[src/rtl/legv8_isa_pkg.sv]
// LEGv8 ISA constants shared by the encoder, the loader and the control decoder.
package legv8_isa_pkg;

  // Symbolic operations accepted by the loader; codes 11..15 are rejected.
  typedef enum logic [3:0] {
    OP_AND  = 4'd0,
    OP_ORR  = 4'd1,
    OP_ADD  = 4'd2,
    OP_SUB  = 4'd3,
    OP_ADDI = 4'd4,
    OP_SUBI = 4'd5,
    OP_MOVZ = 4'd6,
    OP_B    = 4'd7,
    OP_CBZ  = 4'd8,
    OP_LDUR = 4'd9,
    OP_STUR = 4'd10
  } op_e;

  typedef enum logic [1:0] {
    ST_IDLE,
    ST_LOAD,
    ST_DONE
  } state_e;

  // Opcode groups, identical to the patterns the control unit decodes.
  localparam logic [10:0] OPC_AND  = 11'b10001010000;
  localparam logic [10:0] OPC_ORR  = 11'b10101010000;
  localparam logic [10:0] OPC_ADD  = 11'b10001011000;
  localparam logic [10:0] OPC_SUB  = 11'b11001011000;
  localparam logic [10:0] OPC_LDUR = 11'b11111000010;
  localparam logic [10:0] OPC_STUR = 11'b11111000000;
  localparam logic [9:0]  OPC_ADDI = 10'b1001000100;
  localparam logic [9:0]  OPC_SUBI = 10'b1101000100;
  localparam logic [8:0]  OPC_MOVZ = 9'b110100101;
  localparam logic [7:0]  OPC_CBZ  = 8'b10110100;
  localparam logic [5:0]  OPC_B    = 6'b000101;

  // Legal immediate ranges.
  localparam int IMM_ADDI_MAX = 4095;
  localparam int IMM_DT_MIN   = -256;
  localparam int IMM_DT_MAX   = 255;
  localparam int IMM_CB_MIN   = -(2 ** 18);
  localparam int IMM_CB_MAX   = (2 ** 18) - 1;
  localparam int IMM_MOVZ_MAX = 65535;

endpackage

[src/rtl/legv8_program_loader_if.sv]
// Symbolic-instruction handshake between a host and the program loader.
interface legv8_program_loader_if;
  logic        in_valid;
  logic        in_ready;
  logic [3:0]  in_op;
  logic [4:0]  in_rd;
  logic [4:0]  in_rn;
  logic [4:0]  in_rm;
  logic [25:0] in_imm;
  logic [1:0]  in_hw;

  modport master (
    output in_valid, in_op, in_rd, in_rn, in_rm, in_imm, in_hw,
    input  in_ready
  );

  modport slave (
    input  in_valid, in_op, in_rd, in_rn, in_rm, in_imm, in_hw,
    output in_ready
  );
endinterface

[src/rtl/legv8_encode.sv]
// Combinational LEGv8 encoder: packs symbolic fields into a machine word
// and flags unknown operations or out-of-range immediates.
module legv8_encode
  import legv8_isa_pkg::*;
(
  input  logic [3:0]  op,
  input  logic [4:0]  rd,
  input  logic [4:0]  rn,
  input  logic [4:0]  rm,
  input  logic [25:0] imm,
  input  logic [1:0]  hw,
  output logic [31:0] word,
  output logic        illegal
);

  int simm;
  int uimm;

  // Field packing and immediate range check per operation.
  always_comb begin
    simm    = int'($signed(imm));
    uimm    = int'({6'b0, imm});
    word    = '0;
    illegal = 1'b0;
    case (op)
      OP_AND:  word = {OPC_AND, rm, 6'b000000, rn, rd};
      OP_ORR:  word = {OPC_ORR, rm, 6'b000000, rn, rd};
      OP_ADD:  word = {OPC_ADD, rm, 6'b000000, rn, rd};
      OP_SUB:  word = {OPC_SUB, rm, 6'b000000, rn, rd};
      OP_ADDI: begin
        word    = {OPC_ADDI, imm[11:0], rn, rd};
        illegal = uimm > IMM_ADDI_MAX;
      end
      OP_SUBI: begin
        word    = {OPC_SUBI, imm[11:0], rn, rd};
        illegal = uimm > IMM_ADDI_MAX;
      end
      OP_MOVZ: begin
        word    = {OPC_MOVZ, hw, imm[15:0], rd};
        illegal = uimm > IMM_MOVZ_MAX;
      end
      OP_B:    word = {OPC_B, imm};
      OP_CBZ: begin
        word    = {OPC_CBZ, imm[18:0], rd};
        illegal = (simm < IMM_CB_MIN) || (simm > IMM_CB_MAX);
      end
      OP_LDUR: begin
        word    = {OPC_LDUR, imm[8:0], 2'b00, rn, rd};
        illegal = (simm < IMM_DT_MIN) || (simm > IMM_DT_MAX);
      end
      OP_STUR: begin
        word    = {OPC_STUR, imm[8:0], 2'b00, rn, rd};
        illegal = (simm < IMM_DT_MIN) || (simm > IMM_DT_MAX);
      end
      default: illegal = 1'b1;
    endcase
  end

endmodule

[src/rtl/legv8_program_loader.sv]
// Program loader: accepts symbolic instructions, encodes them and writes
// the words sequentially into instruction memory starting at BASE_ADDR.
module legv8_program_loader
  import legv8_isa_pkg::*;
#(
  parameter int          IMEM_DEPTH = 64,
  parameter logic [63:0] BASE_ADDR  = 64'h0
) (
  input  logic                          CLK,
  input  logic                          Reset,
  input  logic                          start,
  input  logic                          finish,
  legv8_program_loader_if.slave         in_if,
  output logic                          imem_we,
  output logic [63:0]                   imem_addr,
  output logic [31:0]                   imem_wdata,
  output logic                          err,
  output logic [$clog2(IMEM_DEPTH):0]   count,
  output logic                          done
);

  localparam int CW = $clog2(IMEM_DEPTH) + 1;

  state_e          state_q, state_d;
  logic [63:0]     addr_q, addr_d;
  logic [CW-1:0]   count_q, count_d;
  logic            we_q, we_d;
  logic [63:0]     waddr_q, waddr_d;
  logic [31:0]     wdata_q, wdata_d;
  logic            err_q, err_d;

  logic [31:0]     enc_word;
  logic            enc_illegal;
  logic            accept;
  logic            write_ok;

  legv8_encode u_encode (
    .op      (in_if.in_op),
    .rd      (in_if.in_rd),
    .rn      (in_if.in_rn),
    .rm      (in_if.in_rm),
    .imm     (in_if.in_imm),
    .hw      (in_if.in_hw),
    .word    (enc_word),
    .illegal (enc_illegal)
  );

  assign accept   = in_if.in_valid && (state_q == ST_LOAD);
  assign write_ok = accept && !enc_illegal;

  // State register.
  always_ff @(posedge CLK) begin
    if (Reset) state_q <= ST_IDLE;
    else       state_q <= state_d;
  end

  // Next state: start restarts from any state; finish or the last word ends LOAD.
  always_comb begin
    state_d = state_q;
    if (start) begin
      state_d = ST_LOAD;
    end else if (state_q == ST_LOAD) begin
      if (finish || (write_ok && (count_q == CW'(IMEM_DEPTH - 1)))) state_d = ST_DONE;
    end
  end

  // State-decoded outputs.
  always_comb begin
    in_if.in_ready = (state_q == ST_LOAD);
    done           = (state_q == ST_DONE);
  end

  // Write/error staging and address/count bookkeeping; start drops a same-cycle accept.
  always_comb begin
    addr_d  = addr_q;
    count_d = count_q;
    we_d    = 1'b0;
    waddr_d = waddr_q;
    wdata_d = wdata_q;
    err_d   = 1'b0;
    if (start) begin
      addr_d  = BASE_ADDR;
      count_d = '0;
    end else if (write_ok) begin
      we_d    = 1'b1;
      waddr_d = addr_q;
      wdata_d = enc_word;
      addr_d  = addr_q + 64'd4;
      count_d = count_q + 1'b1;
    end else if (accept) begin
      err_d   = 1'b1;
    end
  end

  // Datapath and output registers; a write staged at a reset edge is lost.
  always_ff @(posedge CLK) begin
    if (Reset) begin
      addr_q  <= BASE_ADDR;
      count_q <= '0;
      we_q    <= 1'b0;
      waddr_q <= '0;
      wdata_q <= '0;
      err_q   <= 1'b0;
    end else begin
      addr_q  <= addr_d;
      count_q <= count_d;
      we_q    <= we_d;
      waddr_q <= waddr_d;
      wdata_q <= wdata_d;
      err_q   <= err_d;
    end
  end

  assign imem_we    = we_q;
  assign imem_addr  = waddr_q;
  assign imem_wdata = wdata_q;
  assign err        = err_q;
  assign count      = count_q;

endmodule

[src/flat_wrapper.sv]
// flat-port wrapper written by rule: the top's interface ports become plain ports
module legv8_program_loader_flat import legv8_isa_pkg::*;
#(
  parameter int          IMEM_DEPTH = 64,
  parameter logic [63:0] BASE_ADDR  = 64'h0
)
  (CLK, Reset, start, finish, imem_we, imem_addr, imem_wdata, err, count, done, in_if_in_valid, in_if_in_op, in_if_in_rd, in_if_in_rn, in_if_in_rm, in_if_in_imm, in_if_in_hw, in_if_in_ready);
  legv8_program_loader_if in_if_i ();
  input  logic CLK;
  input  logic Reset;
  input  logic start;
  input  logic finish;
  output logic imem_we;
  output logic [63:0] imem_addr;
  output logic [31:0] imem_wdata;
  output logic err;
  output logic [$clog2(IMEM_DEPTH):0] count;
  output logic done;
  input wire logic [$bits(in_if_i.in_valid)-1:0] in_if_in_valid;
  input wire logic [$bits(in_if_i.in_op)-1:0] in_if_in_op;
  input wire logic [$bits(in_if_i.in_rd)-1:0] in_if_in_rd;
  input wire logic [$bits(in_if_i.in_rn)-1:0] in_if_in_rn;
  input wire logic [$bits(in_if_i.in_rm)-1:0] in_if_in_rm;
  input wire logic [$bits(in_if_i.in_imm)-1:0] in_if_in_imm;
  input wire logic [$bits(in_if_i.in_hw)-1:0] in_if_in_hw;
  output wire logic [$bits(in_if_i.in_ready)-1:0] in_if_in_ready;
  assign in_if_i.in_valid = in_if_in_valid;
  assign in_if_i.in_op = in_if_in_op;
  assign in_if_i.in_rd = in_if_in_rd;
  assign in_if_i.in_rn = in_if_in_rn;
  assign in_if_i.in_rm = in_if_in_rm;
  assign in_if_i.in_imm = in_if_in_imm;
  assign in_if_i.in_hw = in_if_in_hw;
  assign in_if_in_ready = in_if_i.in_ready;
  legv8_program_loader #(.IMEM_DEPTH(IMEM_DEPTH), .BASE_ADDR(BASE_ADDR)) u_core (.CLK(CLK), .Reset(Reset), .start(start), .finish(finish), .in_if(in_if_i), .imem_we(imem_we), .imem_addr(imem_addr), .imem_wdata(imem_wdata), .err(err), .count(count), .done(done));
endmodule
[config.mk]
export PLATFORM = sky130hd
export DESIGN_NAME = legv8_program_loader_flat
export DESIGN_NICKNAME = d
export VERILOG_FILES = /design/src/rtl/legv8_isa_pkg.sv /design/src/rtl/legv8_program_loader_if.sv /design/src/rtl/legv8_encode.sv /design/src/rtl/legv8_program_loader.sv /design/src/flat_wrapper.sv
export SDC_FILE = /design/constraint.sdc
export NUM_CORES = 1
export LEC_CHECK = 0
export BUFFER_PORTS_ARGS = -buffer_cell sky130_fd_sc_hd__clkbuf_2
export CAP_MARGIN = 10
export CORE_UTILIZATION = 56
export CTS_CLUSTER_SIZE = 25
export DETAILED_ROUTE_END_ITERATION = 12
export PLACE_DENSITY_LB_ADDON = 0.1
export SLEW_MARGIN = 20
export SYNTH_ARGS = -nofsm -noshare
export SYNTH_HDL_FRONTEND = slang
export SYNTH_SLANG_ARGS = --single-unit
[constraint.sdc]
create_clock -name CLK -period 2.94 [get_ports CLK]
set_input_delay 0.147 -clock CLK [delete_from_list [all_inputs] [get_ports CLK]]
set_output_delay 0.147 -clock CLK [all_outputs]
set_load 0.1 [all_outputs]
== After elaboration in Yosys (flattened, before gate mapping) ==
Cells that the tools add are included.
Cells by class
  multiplexer cells: 7
  reductions and logical operators: 18
  eq/ne operators: 13
  bitwise operators: 1
  order comparisons: 6
  $add $sub $neg: 2
Operators with widths (number)
  $pmux W32 S11: 1
  $add A64 B3 Y64 const B: 1
  $gt A26 B12 Y1 const B: 1
  $gt A26 B16 Y1 const B: 1
  $gt A26 B19 Y1 const B: 1
  $gt A26 B9 Y1 const B: 1
  $lt A26 B19 Y1 const B: 1
  $lt A26 B9 Y1 const B: 1
  $eq A4 B3 Y1 const B: 4
  $eq A4 B4 Y1 const B: 3
  $eq A4 B2 Y1 const B: 2
  $add A7 B1 Y7 const B: 1
  $eq A7 B6 Y1 const B: 1
  $reduce_and A2 Y1: 3
  $reduce_or A2 Y1: 3
  $mux W1: 5
  $pmux W1 S5: 1
  $reduce_or A5 Y1: 1
  $eq A4 B1 Y1 const B: 1
  $logic_not A4 Y1: 1
  $reduce_bool A2 Y1: 2
  $logic_and A1 B1 Y1: 3
  $logic_or A1 B1 Y1: 3
  $reduce_or A3 Y1: 1
  other kinds (4): 4
Word-level totals
  logic and storage cells: 55
  output and inout bits: 107
  flip-flop bits (word level): 171

== Logic depth before layout (Yosys ltp) ==
  depth in word-level cells: 10
  mapped depth: 11
  mapped depth without buffers: 6

== Modules after synthesis ==
A second synthesis with hierarchy kept.
Second synthesis, totals
  cells, all modules: 952
  area, all modules: 7429.6 um^2
By module, submodules not included
  legv8_program_loader: cells an instance 829, area each 6661.4 um^2, instances 1
  legv8_encode: cells an instance 123, area each 768.2 um^2, instances 1

== Worst setup path after synthesis ==
No wires, ideal clock.
  path kind: input port to flip-flop
  start point: input port in_if_in_op[1]
  end point: register u_core.wdata_q[15], in the netlist u_core.imem_wdata[15]
  data required time: 2.817 ns
  path buffers: 4
  cell stages on the path: 10
  setup slack: 0.764 ns
  library setup time: 0.123 ns
  arrival: 2.053 ns
  cells stage by stage: buf_2 -> xor2_1 -> and2_1 -> buf_2 -> a21boi_1 -> o22a_1 -> buf_2 -> nor3_2 -> buf_4 -> mux2_1
On the way
  longest elaborated chain between the ends: 6
  elaborated cells between the ends (all ways): 19
  those cells by class: eq/ne: 10; mux: 2; reduce/logical: 7
Ends and longest elaborated chain
  from (decl): RTL line flat_wrapper.sv:20  | input wire logic [$bits(in_if_i.in_op)-1:0] in_if_in_op;
  $eq A4 B3 Y1, or another cell as far along: RTL line legv8_encode.sv:25  | case (op)
  $reduce_or A5 Y1 (no source line) or $reduce_or A2 Y1 (tied branches)
  $pmux W1 S5: RTL line legv8_encode.sv:25
  $logic_not A1 Y1: RTL line legv8_program_loader.sv:49  | assign write_ok = accept && !enc_illegal;
  $logic_and A1 B1 Y1: RTL line legv8_program_loader.sv:49
  $reduce_and A2 Y1 (no source line)
  to (signal assigned): RTL line legv8_program_loader.sv:109  | wdata_q <= wdata_d;
  to (decl): RTL line legv8_program_loader.sv:29  | logic [31:0] wdata_q, wdata_d;
Parallel ways exist; a longest one is shown, timed or not.
A chain may end at the register's enable or synchronous reset.

== Worst setup path after layout ==
  start point: register u_core.addr_q[13]
  end point: register u_core.addr_q[60]
On the way
  longest elaborated chain between the ends: 1
Ends and longest elaborated chain
  from (decl): RTL line legv8_program_loader.sv:25  | logic [63:0] addr_q, addr_d;
  from (signal assigned): RTL line legv8_program_loader.sv:105  | addr_q <= addr_d;
  $add A64 B3 Y64: RTL line legv8_program_loader.sv:88  | addr_d = addr_q + 64'd4;
Every way passes these cells.

==> impl_metrics.py <==
metrics = {
    "floorplanning": {
        "num_rows": 45,
        "die_area_um2": 15900,
        "die_h_um": 126,
        "fp.dieW_um": 126,
        "pin_count": 159,
        "start_util": 0.571,
        "core_area_um2": 15100,
    },
    "route": {
        "highest_layer": "met4",
        "dr_wl_met2_um": 11700,
        "route.detailed.wl_per_inst_um": 19.1,
        "via_count": 8864,
        "dr_wl_met3_um": 1770,
        "drt-total-wl_um": 25100,
        "antenna_left": 0,
        "drc": 0,
        "first_pass_iters": 8,
        "met1Wirelength_um": 11200,
        "vias_per_cell": 6.74,
        "drt-initial-drc-count": 935,
    },
    "min_path": {
        "hold_class": "in2reg",
    },
    "pwr": {
        "ir_drop_mv": 0.414,
        "report.power.total_w": 0.00521,
        "p_leak_nw": 3.78,
        "powerDensity_nw_per_um2": 514,
    },
    "cts": {
        "clockBufferDepth": 2,
        "cts_buffers": 17,
        "clkSinkCount": 167,
        "tritoncts": "built",
        "cts_setup_buffers": 0,
        "clk_latency_ps": 430,
        "cts.htree.levels": 4,
        "cts_root_buffer": "clkbuf_16",
        "clkTransAtPathRegs_ps": 60,
        "cts_resized": 0,
    },
    "yosys": {
        "yosys.area.top_type": "dfxtp_1",
        "async_reset_ff_frac": 0,
        "ys_seq_elements": 167,
        "synth_edf_count": 0,
        "ys_seq_area_frac": 0.387,
        "avgSynthCellArea_um2": 8.44,
        "synth-main-ff-cell": "dfxtp_1",
        "synth_cells": 1024,
        "yosysWarnings": 0,
        "ys_types": 67,
        "syn-cell-area_um2": 8640,
        "yosysTopAreaCellShare": 0.387,
        "synthTopCellsByArea": "dfxtp_1, nand4_1, o31ai_1",
    },
    "global_route": {
        "grt.total_usage": 0.316,
        "grt_pass1_vias": 8027,
        "antenna_found_initial": 0,
        "grt_pass1_wl_um": 40900,
        "grt_overflow": 0,
        "grt_max_degree": 79,
    },
    "layout": {
        "final_common_cell": "dfxtp_1",
        "nets": 1169,
        "n_fill_cell": 1346,
        "layout.cells.non_filler": 1315,
        "drive_gt1_frac": 0.213,
        "area_delta_synth_final_pct": 17.2,
        "mostFrequentLayoutCells": "dfxtp_1, clkbuf_2, nand4_1",
        "antenna_cells": 0,
        "final_util": 0.669,
    },
    "setup_path": {
        "worst_ep_arrival_time_ps": 2890,
        "startpoint_type": "flop",
        "crit_type": "reg2reg",
        "critPathMaxFanout": 10,
        "worstPathRequired_ps": 3240,
        "endpoint_kind": "flop",
    },
    "placed_design": {
        "dpl_worst_slack_ps": 420,
        "dp_cells": 1283,
        "place.gp.congestion": 0.912,
        "numPortBuffers": 156,
        "place_hpwl_um": 15900,
    },
    "sta": {
        "period_needed_ps": 2590,
        "fmax_mhz": 386,
        "fin_skew_ps": 8.60,
        "tightestPinTransition_ps": 775,
        "relSlewSlack": 0.484,
        "timing.final.crit_share": 0.881,
        "fin_tns_setup_ps": 0,
        "layout_setup_ws_ps": 350,
        "setup_viol": 0,
        "grt_setup_unrepaired": "no",
        "hold_violations": 0,
        "drv_slew": 0,
    },
    "outcome": {
        "status": "finished, final reports clean",
    },
    "flow_run": {
        "drv_cap": 0,
    },
}
-- registers in the layout, summed over array words and instances (netlist names) --
register,flops
u_core.count,7
u_core.err,1
u_core.imem_we,1
u_core.addr_q,62
u_core.imem_addr,62
u_core.state_q,2
u_core.imem_wdata,32
-- metal layers --
metal / global-route usage / up-vias
li1: - / 4215
met5: 0 / -
met3: 0.0658 / 38
met1: 0.434 / 4199
met4: 0.105 / 0
met2: 0.494 / 412
-- synthesized netlist by cell type (all sizes together) (2+ instances only) --
library cell  number
buf               41
nand3             24
nor4              17
and4              10
a31o              17
nor3              17
a32o               4
ha                 2
or3               40
or4                2
nand2             77
nor2              40
o2bb2ai            5
nor3b              2
a41o               7
and3               8
o21ai              7
a22oi             10
mux2i             21
o31ai             74
nor2b             15
a211oi            20
inv                7
o311ai            20
clkbuf            79
nand4            103
mux2              11
dfxtp            167
nand2b             2
o41ai              8
a21oi             76
a222oi            12
a31oi             47
a21o               3
and2               9
-- final cells by class --
type	instances	area, um2	share of cell area
Clock buffer	21	470	0.0465
Clock inverter	10	144	0.0142
Inverter	7	26.3	0.00259
Multi-Input combinational cell	731	4820	0.476
Sequential cell	167	3340	0.330
Tap cell	188	235	0.0232
Timing Repair Buffer	191	1090	0.107
-- cells by family after synthesis --
| logic type | synth area share |
|---|---|
| other cells | 0.000434 |
| xor+xnor | 0.00101 |
| compound gates | 0.265 |
| simple gates | 0.242 |
| mux | 0.0387 |
| flops | 0.387 |
| buf+inv | 0.0620 |
| fa+ha+maj | 0.00405 |
-- path summary, 6_finish.rpt --
kind	cells past startpoint	slack [ps]	from	end
worst max-delay path	6	350	u_core.addr_q[13]	u_core.addr_q[60]
worst min-delay path	2	10	Reset	u_core.imem_addr[63]
worst max register to register	6	350	u_core.addr_q[13]	u_core.addr_q[60]
worst min register to register	2	470	u_core.imem_addr[45]	u_core.imem_addr[45]
-- timing repair --
item,in CTS,in global routing
endpoints found under the hold margin,1,0
setup endpoints to repair,0,0
hold buffers,1,0
-- where the power goes --
group          leakage, nW  switching (W)  internal [W]
Combinational         2.13       0.000455      0.000136
Sequential            1.35     0.00000906       0.00228
Clock                0.303       0.000928       0.00141
-- stage by stage --
stage	hold WS, ps	area [um2]
final	13.8	10100
after global routing	12.5	10100
after CTS	0.220	10100
after detailed placement	438	9500
after global placement	427	9500
after floorplan	314	8640
-- critical path, stage by stage, from the launching register on --
cell and delay [ps]:
dfxtp_1 440, nand4_2 190, nor4_4 360, nand4_1 200
or4_1 770, o311ai_1 380, o41ai_1 120
Power figures use the tool's default switching activity.
